## src/rtl/instr_mem_loader_if.sv

```systemverilog
// AXI-Stream instruction input plus AXI4 write channels for instr_mem_loader.
// master is the loader side; slave is the stream source and memory side.
interface instr_mem_loader_if #(
   parameter int DATA_WIDTH = 64,
   parameter int ADDR_WIDTH = 32
);
   logic [DATA_WIDTH-1:0]   s_axis_tdata;
   logic                    s_axis_tvalid;
   logic                    s_axis_tready;
   logic                    s_axis_tlast;
   logic [ADDR_WIDTH-1:0]   m_axi_awaddr;
   logic [7:0]              m_axi_awlen;
   logic [2:0]              m_axi_awsize;
   logic [1:0]              m_axi_awburst;
   logic                    m_axi_awvalid;
   logic                    m_axi_awready;
   logic [DATA_WIDTH-1:0]   m_axi_wdata;
   logic [DATA_WIDTH/8-1:0] m_axi_wstrb;
   logic                    m_axi_wlast;
   logic                    m_axi_wvalid;
   logic                    m_axi_wready;
   logic [1:0]              m_axi_bresp;
   logic                    m_axi_bvalid;
   logic                    m_axi_bready;

   modport master (
      input  s_axis_tdata, s_axis_tvalid, s_axis_tlast,
      output s_axis_tready,
      output m_axi_awaddr, m_axi_awlen, m_axi_awsize, m_axi_awburst, m_axi_awvalid,
      input  m_axi_awready,
      output m_axi_wdata, m_axi_wstrb, m_axi_wlast, m_axi_wvalid,
      input  m_axi_wready,
      input  m_axi_bresp, m_axi_bvalid,
      output m_axi_bready
   );

   modport slave (
      output s_axis_tdata, s_axis_tvalid, s_axis_tlast,
      input  s_axis_tready,
      input  m_axi_awaddr, m_axi_awlen, m_axi_awsize, m_axi_awburst, m_axi_awvalid,
      output m_axi_awready,
      input  m_axi_wdata, m_axi_wstrb, m_axi_wlast, m_axi_wvalid,
      output m_axi_wready,
      output m_axi_bresp, m_axi_bvalid,
      input  m_axi_bready
   );
endinterface

```

## src/rtl/instr_mem_loader.sv

```systemverilog
// Streams a tlast-delimited packet of instruction words into AXI4 memory as
// INCR bursts from a programmable base, never crossing a 4 KB page.
module instr_mem_loader #(
   parameter int DATA_WIDTH = 64,
   parameter int ADDR_WIDTH = 32,
   parameter int BURST_LEN  = 16,
   parameter int CNT_WIDTH  = 16
) (
   input  logic                  ap_clk,
   input  logic                  ap_rst,
   input  logic                  start,
   input  logic [ADDR_WIDTH-1:0] base_addr,
   output logic                  busy,
   output logic                  done,
   output logic                  error,
   output logic [CNT_WIDTH-1:0]  word_count,
   instr_mem_loader_if.master    bus
);
   localparam int BYTES = DATA_WIDTH / 8;
   localparam int LSB   = $clog2(BYTES);
   localparam int PW    = $clog2(BURST_LEN + 1);
   localparam int IW    = (BURST_LEN > 1) ? $clog2(BURST_LEN) : 1;

   typedef enum logic [2:0] {IDLE, FILL, AW, W, B} state_t;
   state_t state, state_nxt;

   logic [DATA_WIDTH-1:0] buffer [BURST_LEN];
   logic [PW-1:0]         fcnt, rptr, limit;
   logic [ADDR_WIDTH-1:0] addr;
   logic [12:0]           room, room_words;
   logic                  last_seen;
   logic                  tready, awvalid, wvalid, wlast, bready;
   logic                  s_hs, launch;

   // Beats that still fit before the next 4 KB page, capped at the burst length.
   assign room       = 13'd4096 - {1'b0, addr[11:0]};
   assign room_words = room >> LSB;
   assign limit      = (room_words >= 13'(BURST_LEN)) ? PW'(BURST_LEN) : PW'(room_words);

   assign s_hs   = bus.s_axis_tvalid && tready;
   assign launch = start && !done;

   always_ff @(posedge ap_clk or posedge ap_rst) begin
      if (ap_rst) state <= IDLE;
      else        state <= state_nxt;
   end

   always_comb begin
      state_nxt = state;
      tready    = 1'b0;
      awvalid   = 1'b0;
      wvalid    = 1'b0;
      wlast     = 1'b0;
      bready    = 1'b0;
      case (state)
         IDLE: if (launch) state_nxt = FILL;
         FILL: begin
            tready = (fcnt < limit);
            if (s_hs && (bus.s_axis_tlast || (fcnt + PW'(1) == limit))) state_nxt = AW;
         end
         AW: begin
            awvalid = 1'b1;
            if (bus.m_axi_awready) state_nxt = W;
         end
         W: begin
            wvalid = 1'b1;
            wlast  = (rptr == fcnt - PW'(1));
            if (bus.m_axi_wready && wlast) state_nxt = B;
         end
         B: begin
            bready = 1'b1;
            if (bus.m_axi_bvalid) state_nxt = last_seen ? IDLE : FILL;
         end
         default: state_nxt = IDLE;
      endcase
   end

   always_ff @(posedge ap_clk or posedge ap_rst) begin
      if (ap_rst) begin
         addr       <= '0;
         fcnt       <= '0;
         rptr       <= '0;
         last_seen  <= 1'b0;
         busy       <= 1'b0;
         done       <= 1'b0;
         error      <= 1'b0;
         word_count <= '0;
      end else begin
         done <= 1'b0;
         case (state)
            IDLE: if (launch) begin
               addr       <= base_addr & ~ADDR_WIDTH'(BYTES - 1);
               fcnt       <= '0;
               last_seen  <= 1'b0;
               error      <= 1'b0;
               word_count <= '0;
               busy       <= 1'b1;
            end
            FILL: if (s_hs) begin
               fcnt <= fcnt + PW'(1);
               if (bus.s_axis_tlast) last_seen <= 1'b1;
            end
            AW: rptr <= '0;
            W: if (bus.m_axi_wready) begin
               rptr       <= rptr + PW'(1);
               word_count <= word_count + CNT_WIDTH'(1);
            end
            B: if (bus.m_axi_bvalid) begin
               if (bus.m_axi_bresp != 2'b00) error <= 1'b1;
               addr <= addr + (ADDR_WIDTH'(fcnt) << LSB);
               fcnt <= '0;
               if (last_seen) begin
                  busy      <= 1'b0;
                  done      <= 1'b1;
                  last_seen <= 1'b0;
               end
            end
            default: ;
         endcase
      end
   end

   // Staging buffer carries no reset; fcnt alone says what is valid.
   always_ff @(posedge ap_clk) begin
      if (s_hs) buffer[fcnt[IW-1:0]] <= bus.s_axis_tdata;
   end

   assign bus.s_axis_tready = tready;
   assign bus.m_axi_awaddr  = awvalid ? addr : '0;
   assign bus.m_axi_awlen   = awvalid ? 8'(fcnt - PW'(1)) : 8'd0;
   assign bus.m_axi_awsize  = 3'(LSB);
   assign bus.m_axi_awburst = 2'b01;
   assign bus.m_axi_awvalid = awvalid;
   assign bus.m_axi_wdata   = wvalid ? buffer[rptr[IW-1:0]] : '0;
   assign bus.m_axi_wstrb   = '1;
   assign bus.m_axi_wlast   = wlast;
   assign bus.m_axi_wvalid  = wvalid;
   assign bus.m_axi_bready  = bready;
endmodule

```

## src/flat_wrapper.sv

```systemverilog
// flat-port wrapper written by rule: the top's interface ports become plain ports
module instr_mem_loader_flat 
#(
   parameter int DATA_WIDTH = 64,
   parameter int ADDR_WIDTH = 32,
   parameter int BURST_LEN  = 16,
   parameter int CNT_WIDTH  = 16
)
  (ap_clk, ap_rst, start, base_addr, busy, done, error, word_count, bus_s_axis_tdata, bus_s_axis_tvalid, bus_s_axis_tlast, bus_s_axis_tready, bus_m_axi_awaddr, bus_m_axi_awlen, bus_m_axi_awsize, bus_m_axi_awburst, bus_m_axi_awvalid, bus_m_axi_awready, bus_m_axi_wdata, bus_m_axi_wstrb, bus_m_axi_wlast, bus_m_axi_wvalid, bus_m_axi_wready, bus_m_axi_bresp, bus_m_axi_bvalid, bus_m_axi_bready);
  instr_mem_loader_if #(.DATA_WIDTH(DATA_WIDTH), .ADDR_WIDTH(ADDR_WIDTH)) bus_i ();
  input  logic ap_clk;
  input  logic ap_rst;
  input  logic start;
  input  logic [ADDR_WIDTH-1:0] base_addr;
  output logic busy;
  output logic done;
  output logic error;
  output logic [CNT_WIDTH-1:0] word_count;
  input wire logic [$bits(bus_i.s_axis_tdata)-1:0] bus_s_axis_tdata;
  input wire logic [$bits(bus_i.s_axis_tvalid)-1:0] bus_s_axis_tvalid;
  input wire logic [$bits(bus_i.s_axis_tlast)-1:0] bus_s_axis_tlast;
  output wire logic [$bits(bus_i.s_axis_tready)-1:0] bus_s_axis_tready;
  output wire logic [$bits(bus_i.m_axi_awaddr)-1:0] bus_m_axi_awaddr;
  output wire logic [$bits(bus_i.m_axi_awlen)-1:0] bus_m_axi_awlen;
  output wire logic [$bits(bus_i.m_axi_awsize)-1:0] bus_m_axi_awsize;
  output wire logic [$bits(bus_i.m_axi_awburst)-1:0] bus_m_axi_awburst;
  output wire logic [$bits(bus_i.m_axi_awvalid)-1:0] bus_m_axi_awvalid;
  input wire logic [$bits(bus_i.m_axi_awready)-1:0] bus_m_axi_awready;
  output wire logic [$bits(bus_i.m_axi_wdata)-1:0] bus_m_axi_wdata;
  output wire logic [$bits(bus_i.m_axi_wstrb)-1:0] bus_m_axi_wstrb;
  output wire logic [$bits(bus_i.m_axi_wlast)-1:0] bus_m_axi_wlast;
  output wire logic [$bits(bus_i.m_axi_wvalid)-1:0] bus_m_axi_wvalid;
  input wire logic [$bits(bus_i.m_axi_wready)-1:0] bus_m_axi_wready;
  input wire logic [$bits(bus_i.m_axi_bresp)-1:0] bus_m_axi_bresp;
  input wire logic [$bits(bus_i.m_axi_bvalid)-1:0] bus_m_axi_bvalid;
  output wire logic [$bits(bus_i.m_axi_bready)-1:0] bus_m_axi_bready;
  assign bus_i.s_axis_tdata = bus_s_axis_tdata;
  assign bus_i.s_axis_tvalid = bus_s_axis_tvalid;
  assign bus_i.s_axis_tlast = bus_s_axis_tlast;
  assign bus_s_axis_tready = bus_i.s_axis_tready;
  assign bus_m_axi_awaddr = bus_i.m_axi_awaddr;
  assign bus_m_axi_awlen = bus_i.m_axi_awlen;
  assign bus_m_axi_awsize = bus_i.m_axi_awsize;
  assign bus_m_axi_awburst = bus_i.m_axi_awburst;
  assign bus_m_axi_awvalid = bus_i.m_axi_awvalid;
  assign bus_i.m_axi_awready = bus_m_axi_awready;
  assign bus_m_axi_wdata = bus_i.m_axi_wdata;
  assign bus_m_axi_wstrb = bus_i.m_axi_wstrb;
  assign bus_m_axi_wlast = bus_i.m_axi_wlast;
  assign bus_m_axi_wvalid = bus_i.m_axi_wvalid;
  assign bus_i.m_axi_wready = bus_m_axi_wready;
  assign bus_i.m_axi_bresp = bus_m_axi_bresp;
  assign bus_i.m_axi_bvalid = bus_m_axi_bvalid;
  assign bus_m_axi_bready = bus_i.m_axi_bready;
  instr_mem_loader #(.DATA_WIDTH(DATA_WIDTH), .ADDR_WIDTH(ADDR_WIDTH), .BURST_LEN(BURST_LEN), .CNT_WIDTH(CNT_WIDTH)) u_core (.ap_clk(ap_clk), .ap_rst(ap_rst), .start(start), .base_addr(base_addr), .busy(busy), .done(done), .error(error), .word_count(word_count), .bus(bus_i));
endmodule
```

## config.mk

```make
export PLATFORM = sky130hd
export DESIGN_NAME = instr_mem_loader_flat
export DESIGN_NICKNAME = d
export VERILOG_FILES = /design/src/rtl/instr_mem_loader_if.sv /design/src/rtl/instr_mem_loader.sv /design/src/flat_wrapper.sv
export SDC_FILE = /design/constraint.sdc
export NUM_CORES = 1
export LEC_CHECK = 0
export ABC_AREA = 1
export BUFFER_PORTS_ARGS = -buffer_cell sky130_fd_sc_hd__buf_2
export CORE_ASPECT_RATIO = 0.75
export CORE_UTILIZATION = 52
export DETAILED_ROUTE_END_ITERATION = 12
export MAX_ROUTING_LAYER = met4
export PLACE_DENSITY = 0.69
export RECOVER_POWER = 100
export SLEW_MARGIN = 20
export SYNTH_ARGS = -nofsm -noshare
export SYNTH_HDL_FRONTEND = slang
export SYNTH_SLANG_ARGS = --single-unit
```

## constraint.sdc

```tcl
create_clock -name ap_clk -period 16.5 [get_ports ap_clk]
set_input_delay 2.475 -clock ap_clk [delete_from_list [all_inputs] [get_ports ap_clk]]
set_output_delay 2.475 -clock ap_clk [all_outputs]
set_load 0.03 [all_outputs]
```

* Word-level counts from Yosys, hierarchy flattened *
Memories as Yosys holds them, arrays and structs flattened.
Index checks and enable logic that the tools add are counted.

word-level totals
  flip-flop bits (word level) = 65
  latch bits = 0
  memory bits (writable) = 1,024
  ROM bits = 0
  bits of input ports = 106
  logic and storage cells = 100
  memories kept = 1

memory list
  memory         words  bits a word  rd ports  clocked after Yosys merged registers in  write ports  line                    RTL
  u_core.buffer  16     64           1         0                                        1            instr_mem_loader.sv:27  logic [DATA_WIDTH-1:0] buffer [BURST_LEN];

operators by class
  add/subtract/negate cells = 7
  multipliers = 0
  div/mod/pow operators = 0
  $lt $le $gt $ge = 2
  eq/ne operators = 16
  shift operators = 0
  mux-type cells = 45
  bitwise operators = 0
  reductions and logical operators = 20

operators by type and width
  cell                      number
  $mux W32                  3
  $mux W64                  1
  $pmux W32 S2              1
  $add A32 B8 Y32           1
  $mux W16                  2
  $pmux W16 S2              1
  $mux W5                   5
  $mux W1                   20
  $add A16 B1 Y16 const B   1
  $mux W3                   5
  $pmux W3 S5               1
  $pmux W5 S3               1
  $sub A13 B12 Y13 const A  1
  $ne A2 B1 Y1 const B      6
  $reduce_and A4 Y1         3
  $add A5 B1 Y5 const B     2
  $eq A5 B5 Y1              2
  $ge A10 B5 Y1 const B     1
  $pmux W5 S2               1
  $reduce_and A5 Y1         2
  $mux W8                   1
  $ne A2 B2 Y1 const B      4
  $reduce_bool A2 Y1        4
  $eq A3 B2 Y1 const B      2
  other kinds (14)          19

* Logic depth before layout (Yosys ltp) *
Gate-level depths: netlist (run 1).

  depth in word-level cells = 9
  gate-level depth with buffers = 22

* Least setup slack after synthesis (run 1) *
OpenSTA, ideal clock, no wires.

  kind = input -> register
  start = input bus_s_axis_tvalid
  end = memory u_core.buffer[3][0] (enable)
  data arrival time = 7.117 ns
  data required time = 15.935 ns
  path slack = 8.818 ns
  stages on the path = 3
  path through = nand2_1 > clkbuf_1 > nor3_1

on the way
  longest elaborated chain between the ends = 3

ends and longest elaborated chain
  what                           line                     RTL
  start: declaration             flat_wrapper.sv:20       input wire logic [$bits(bus_i.s_axis_tvalid)-1:0] bus_s_axis_tvalid;
  $logic_and A1 B1 Y1            instr_mem_loader.sv:40   assign s_hs = bus.s_axis_tvalid && tready;
  $mux W1                        instr_mem_loader.sv:125  if (s_hs) buffer[fcnt[IW-1:0]] <= bus.s_axis_tdata;
  $mux W1 (not written as such)  instr_mem_loader.sv:125
  end: declaration               instr_mem_loader.sv:27

Every way passes these cells.

* Worst setup path after layout (run 1) *
  start = register u_core.rptr[2]
  end = output bus_m_axi_wlast

on the way
  longest elaborated chain between the ends = 2

ends and longest elaborated chain
  what                      line                     RTL
  start: declaration        instr_mem_loader.sv:28   logic [PW-1:0] fcnt, rptr, limit;
  start signal: assignment  instr_mem_loader.sv:105  rptr <= rptr + PW'(1);
  $eq A5 B5 Y1              instr_mem_loader.sv:67   wlast = (rptr == fcnt - PW'(1));
  $mux W1                   instr_mem_loader.sv:55   case (state)
  end: declaration          flat_wrapper.sv:31       output wire logic [$bits(bus_i.m_axi_wlast)-1:0] bus_m_axi_wlast;

Every way passes these cells.

==> impl_metrics.toml, run 1 <==
[run_status]
outcome = "complete, but fails checks"
violations = "max-capacitance violations, max-slew violations"

[worst_setup_path]
required_ps = 14030
worstSetupEndpointType = "output pin"
path_buf_inv = 4
crit_top_cell = "clkbuf_1"
crit_type = "flop to output pin"
cp_slowest_cell = "dfrtp_1"
startpoint_type = "flop"
crit_chain = "clkbuf_1, inv_1, clkbuf_1, xor2_1, nor2_1, nand3_1, nor2_1, clkbuf_1"
cp_top_family = "buffers and inverters"
cp.arrival_ps = 8520
crit_fanout = 53
slowest_delay_ps = 2050

[detailed_routing]
vias_per_cell = 5.999
wirelength_um = 110400
wl_per_cell_um = 22.96
first_pass_iters = 5
drcViolationCount = 0
ant_nets = 0
vias = 28840
drt_iter0_drc = 3445

[global_route]
antenna_found_initial = 11
grt_max_degree = 245
grt_overflow = 0
grtUsageMet1 = 0.3735
met3_usage = 0.04929
grt_pass1_wl_um = 163600
top_usage_layer = "met2"
grt_pass1_vias = 26550
use_met2 = 0.3871
grt_use_total = 0.2623

[placed_design]
dp_hpwl_um = 53650
routabilityCongestion = 0.8931
place_area_sq_um = 45870
placedCellCount = 4608
port_buffers = 227

[sta]
report.final.slew_viol_count = 1426
fmax_ghz = 0.09091
tightestPinTransition_ps = 4884
setup_viol = 0
post-route-min-period_ps = 11000
clock_skew_ps = 25.64
finalHoldViolCount = 0
holdWs_ps = 506.4
maxSlewHeadroom = -2.256
finalSetupTns_ps = 0
rsz0062_at_grt = "no"
post-route-period-util = 0.6666

[synth]
synth_top_family_by_area = "compound AO/OA/AOI/OAI gates"
synth-compound-area-share = 0.1296
yosys.area_share.simple = 0.09161
ys_seq_elements = 1086
netlist_instances = 3460
netlist_area_sq_um = 43990
synth_area_leaders = "edfxtp_1 70%, o21ai_0 6.3%, nor2_1 5.3%"
ys.flop_type = "edfxtp_1"
yosysTopAreaCell = "edfxtp_1"
synth.distinct_cells = 42
synth-adder-area-share = 0.005575
synthArstFlopShare = 0.05709
synth_edf_count = 1024
synth-xor-area-share = 0.004181
netlist.area_leader.share = 0.6990
synthMuxAreaShare = 0
yosysSeqAreaShare = 0.7343
avgSynthCellArea_sq_um = 12.71
yosysWarnings = 0

[clock_tree]
cts_hold_buffers = 0
clkTransAtPathRegs_ps = 60
cts_made_buffers = 103
htreeDepth = 3
cts_resized = 0
cts_tree = "built"
ctsLongestPathBuffers = 3
clk_latency_ps = 670
cts_sinks = 1086
post-cts-setup-buffer-count = 0
cts-root-buf = "clkbuf_16"

[floorplanning]
dieArea_sq_um = 85780
die_h_um = 253.9
start_util = 0.5300
io_pins = 247
die_w_um = 337.9
row_count = 91
core_region_area_sq_um = 83000

[final_layout]
fin_nets = 3723
area_delta_synth_final_pct = 11.17
nFillCells = 6637
final_common_cell = "edfxtp_1"
final_cells = 4808
drive_gt1_frac = 0.06031
final_cell_mix = "1024 x edfxtp_1, 618 x nor2_1, 555 x o21ai_0"
design_area_sq_um = 48910

[power_and_ir_drop]
ir_drop_mv = 0.1318
finalPower_w = 0.007370
power_density_nw_per_um2 = 150.7
p_leak_nw = 15.91

[hold_path]
hp-class = "flop to flop"

[job]
max_cap_viol_count = 38
[worst register-to-register path, stage by stage (launching register included)]
cell and delay, ps:
dfrtp_1 400, inv_1 200, ha_1 240, nand3_1 90, nand2_1 70, nand2_1 50, nor2_1 370, nand3_1 200
ha_1 340, nand2_1 60, inv_1 30, o21ai_0 130, o211ai_1 120, nor2_1 130, nand2_1 270, inv_1 310
nand2_1 200, nor2_1 1610, clkbuf_1 3130
[routing by layer]
layer	vias to the layer above	routed length, um
met3	194	9671
met4	0	2577
met2	1253	50250
li1	13120	-
met1	14280	47890
met5	-	0
[logic make-up after synthesis]
family	Yosys count
buffers and inverters	345
xor gates and xnor gates	21
AOI/OAI and AO/OA	978
and+or+nand+nor	1009
adders and majority gates	19
DFF	1086
other	2
[worst paths after layout]
path,startpoint,slack [ps],end,cells past startpoint
worst max-delay path,u_core.rptr[2],5500,bus_m_axi_wlast,8
worst min-delay path,u_core.busy,510,u_core.busy,2
worst max register to register,u_core.addr[3],8000,u_core.buffer[13][31],18
worst min register to register,u_core.busy,510,u_core.busy,2
max in group asynchronous,ap_rst,10810,u_core.rptr[1],3
min in group asynchronous,ap_rst,3170,u_core.error,3
[final cells by class]
| class | count | area, sq um | area share |
|---|---|---|---|
| Clock buffer | 128 | 2756 | 0.05636 |
| Clock inverter | 60 | 678.2 | 0.01387 |
| Multi-Input combinational cell | 2043 | 10210 | 0.2087 |
| Antenna cell | 11 | 27.53 | 0.0005628 |
| Inverter | 97 | 387.9 | 0.007931 |
| Tap cell | 1116 | 1396 | 0.02855 |
| Sequential cell | 1086 | 32310 | 0.6606 |
| Timing Repair Buffer | 267 | 1146 | 0.02343 |
[registers in the layout (all words and copies together), names as in the netlist]
name,cells
u_core.buffer,1024
u_core.addr,29
u_core.word_count,16
u_core.fcnt,5
u_core.rptr,5
u_core.state,3
u_core.busy,1
u_core.done,1
u_core.error,1
u_core.last_seen,1
[Yosys cell counts (16+ instances only)]
library cell and n:
o211ai_1 33, inv_1 90, o21ai_0 555, ha_1 18, xor2_1 17, nor3_1 16
clkbuf_1 154, nor2_1 616, dfrtp_1 62, edfxtp_1 1024, a21oi_1 33, buf_4 41
nand3_1 72, o22ai_1 168, nand2_1 267, buf_2 46, a31oi_1 66, o221ai_1 105
[power by group]
| part | leakage, nW | internal (W) | switching [W] | total [W] |
|---|---|---|---|---|
| Sequential | 10.0 | 0.00315 | 0.000107 | 0.00325 |
| Combinational | 4.23 | 0.000448 | 0.00125 | 0.00169 |
| Clock | 1.67 | 0.00142 | 0.00101 | 0.00242 |
[metrics by stage]
stage,setup WS (ps),utilization
after floorplan,8818,-
after global placement,9992,0.5527
after detailed placement,9917,0.5527
after CTS,9200,0.5941
after global routing,5227,0.5892
final,5501,0.5892
No activity file was read; power rests on OpenSTA's default activity.
==> run 2: changes to the inputs <==
--- a/config.mk
+++ b/config.mk
@@ -11,7 +11,7 @@
 export CORE_UTILIZATION = 52
 export DETAILED_ROUTE_END_ITERATION = 12
 export MAX_ROUTING_LAYER = met4
-export PLACE_DENSITY = 0.69
+export PLACE_DENSITY = 0.71
 export RECOVER_POWER = 100
 export SLEW_MARGIN = 20
 export SYNTH_ARGS = -nofsm -noshare
==> constraint.sdc (replaced) <==
create_clock -name ap_clk -period 9.8 [get_ports ap_clk]
set_input_delay 1.47 -clock ap_clk [delete_from_list [all_inputs] [get_ports ap_clk]]
set_output_delay 1.47 -clock ap_clk [all_outputs]
set_load 0.03 [all_outputs]
==> run 2 against run 1 <==
Compared with the run above: hold slack better by 8.9 ps; non-clock buffer count down 2; core utilization up 0.084 points; via count down 0.61%; the flow still finishes with violations (max-capacitance violations, max-slew violations); global-route usage down 0.070 points.
==> impl_metrics.toml, run 2 (synthesis gave the netlist of run 1 again) <==
[worst_setup_path]
path_buf_inv = 4
crit_fanout = 37
worstSetupEndpointType = "output pin"
startpoint_type = "flop"
crit_type = "flop to output pin"
crit_chain = "clkinv_1, nor3_1, clkinvlp_2, buf_4, a31oi_1, clkbuf_1"
required_ps = 8330
cp_top_family = "buffers and inverters"
slowest_delay_ps = 1980
cp.arrival_ps = 6300
cp_slowest_cell = "clkinvlp_2"

[detailed_routing]
vias = 28670
drt_iter0_drc = 3668
ant_nets = 0
wirelength_um = 109600
wl_per_cell_um = 22.81
first_pass_iters = 6
vias_per_cell = 5.963
drcViolationCount = 0

[sta]
finalHoldViolCount = 0
timing.final.ws_setup_ps = 2027
report.final.slew_viol_count = 1000
maxSlewHeadroom = -1.370
finalSetupTns_ps = 0
post-route-min-period_ps = 7773
setup_viol = 0
fmax_ghz = 0.1287
post-route-period-util = 0.7931
rsz0062_at_grt = "no"
tightestPinTransition_ps = 3555
clock_skew_ps = 20.51

[clock_tree]
post-cts-setup-buffer-count = 0
cts_tree = "built"
cts_hold_buffers = 0
cts_sinks = 1086
cts_made_buffers = 102
cts-root-buf = "clkbuf_16"
cts_resized = 0
clkTransAtPathRegs_ps = 70
ctsLongestPathBuffers = 3
clk_latency_ps = 680
htreeDepth = 3

[floorplanning]
core_region_area_sq_um = 83000
die_w_um = 337.9
die_h_um = 253.9
row_count = 91
dieArea_sq_um = 85780
io_pins = 247
start_util = 0.5300

[run_status]
violations = "max-capacitance violations, max-slew violations"
outcome = "complete, but fails checks"

[hold_path]
hp-class = "flop to flop"

[placed_design]
dp_hpwl_um = 53560
post-place-ws_ps = 3898
routabilityCongestion = 0.8943
port_buffers = 227

[global_route]
grt_use_total = 0.2616
grt_pass1_wl_um = 164300
antenna_found_initial = 9
grt_pass1_vias = 27060
grt_overflow = 0
grt_max_degree = 248

[power_and_ir_drop]
power_density_nw_per_um2 = 253.2
p_leak_nw = 16.00
ir_drop_mv = 0.1721

[final_layout]
final_cell_mix = "1024 x edfxtp_1, 618 x nor2_1, 555 x o21ai_0"
drive_gt1_frac = 0.06842
final_common_cell = "edfxtp_1"
fin_nets = 3720
area_delta_synth_final_pct = 11.33
largest_reg_flops = 1024

[job]
max_cap_viol_count = 30
-- run 2: changes by cell type in the layout (fill, tap and decap cells not counted), sizes merged --
cell / delta
buf: +6
bufinv: +2
clkbuf: -20
clkinv: +9
diode: -2
inv: +5
-- run 2: layer usage --
layer	routed length, um	vias up	global-route usage
met4	2099	0	0.06374
met1	47150	14040	0.3730
met5	0	-	-
met3	10060	171	0.04067
met2	50340	1364	0.3970
li1	-	13090	-
-- run 2: path summary, 6_finish.rpt --
check,from,endpoint,slack (ps),cells past startpoint
worst max-delay path,u_core.state[0],bus_m_axi_wdata[39],2030,6
worst min-delay path,u_core.addr[17],u_core.addr[17],520,2
worst max register to register,u_core.addr[3],u_core.buffer[7][13],2140,17
worst min register to register,u_core.addr[17],u_core.addr[17],520,2
max in group asynchronous,ap_rst,u_core.rptr[1],5140,3
min in group asynchronous,ap_rst,u_core.addr[26],2170,3
-- run 2: worst min-delay path: stages (launching register included) --
cell	delay, ps
dfrtp_1	370
nand2_1	60
nand2_1	60
-- run 2: power breakdown --
group | internal [W] | switching (W) | leakage (nW)
Clock | 0.00238 | 0.00172 | 1.71
Combinational | 0.000745 | 0.00210 | 4.28
Sequential | 0.00528 | 0.000176 | 10.0
Total | 0.00841 | 0.00399 | 16.0
-- run 2: final cells by class --
class / instances / area (sq um)
diodes: 9 / 22.52
clock buffers: 116 / 2615
clock inverters: 76 / 855.8
fillers: 6536 / 34030
inverters: 97 / 382.9
multi-input cells: 2043 / 10200
flip-flops and latches: 1086 / 32310
well taps: 1116 / 1396
repair buffers: 265 / 1189
-- run 2: through the flow --
step | hold slack (ps) | utilization | instance area [sq um] | instances | total power (W)
6_report | 515.2 | 0.5901 | 48980 | 4808 | 0.01240
5_1_grt | 552.6 | 0.5901 | 48980 | 4808 | 0.01294
4_1_cts | 514.3 | 0.5945 | 49340 | 4798 | 0.01247
3_5_place_dp | 495.6 | 0.5526 | 45870 | 4606 | 0.008416
3_3_place_gp | 488.2 | 0.5526 | 45870 | 4606 | 0.008367
2_1_floorplan | 470.5 | - | 44040 | 3474 | 0.007623
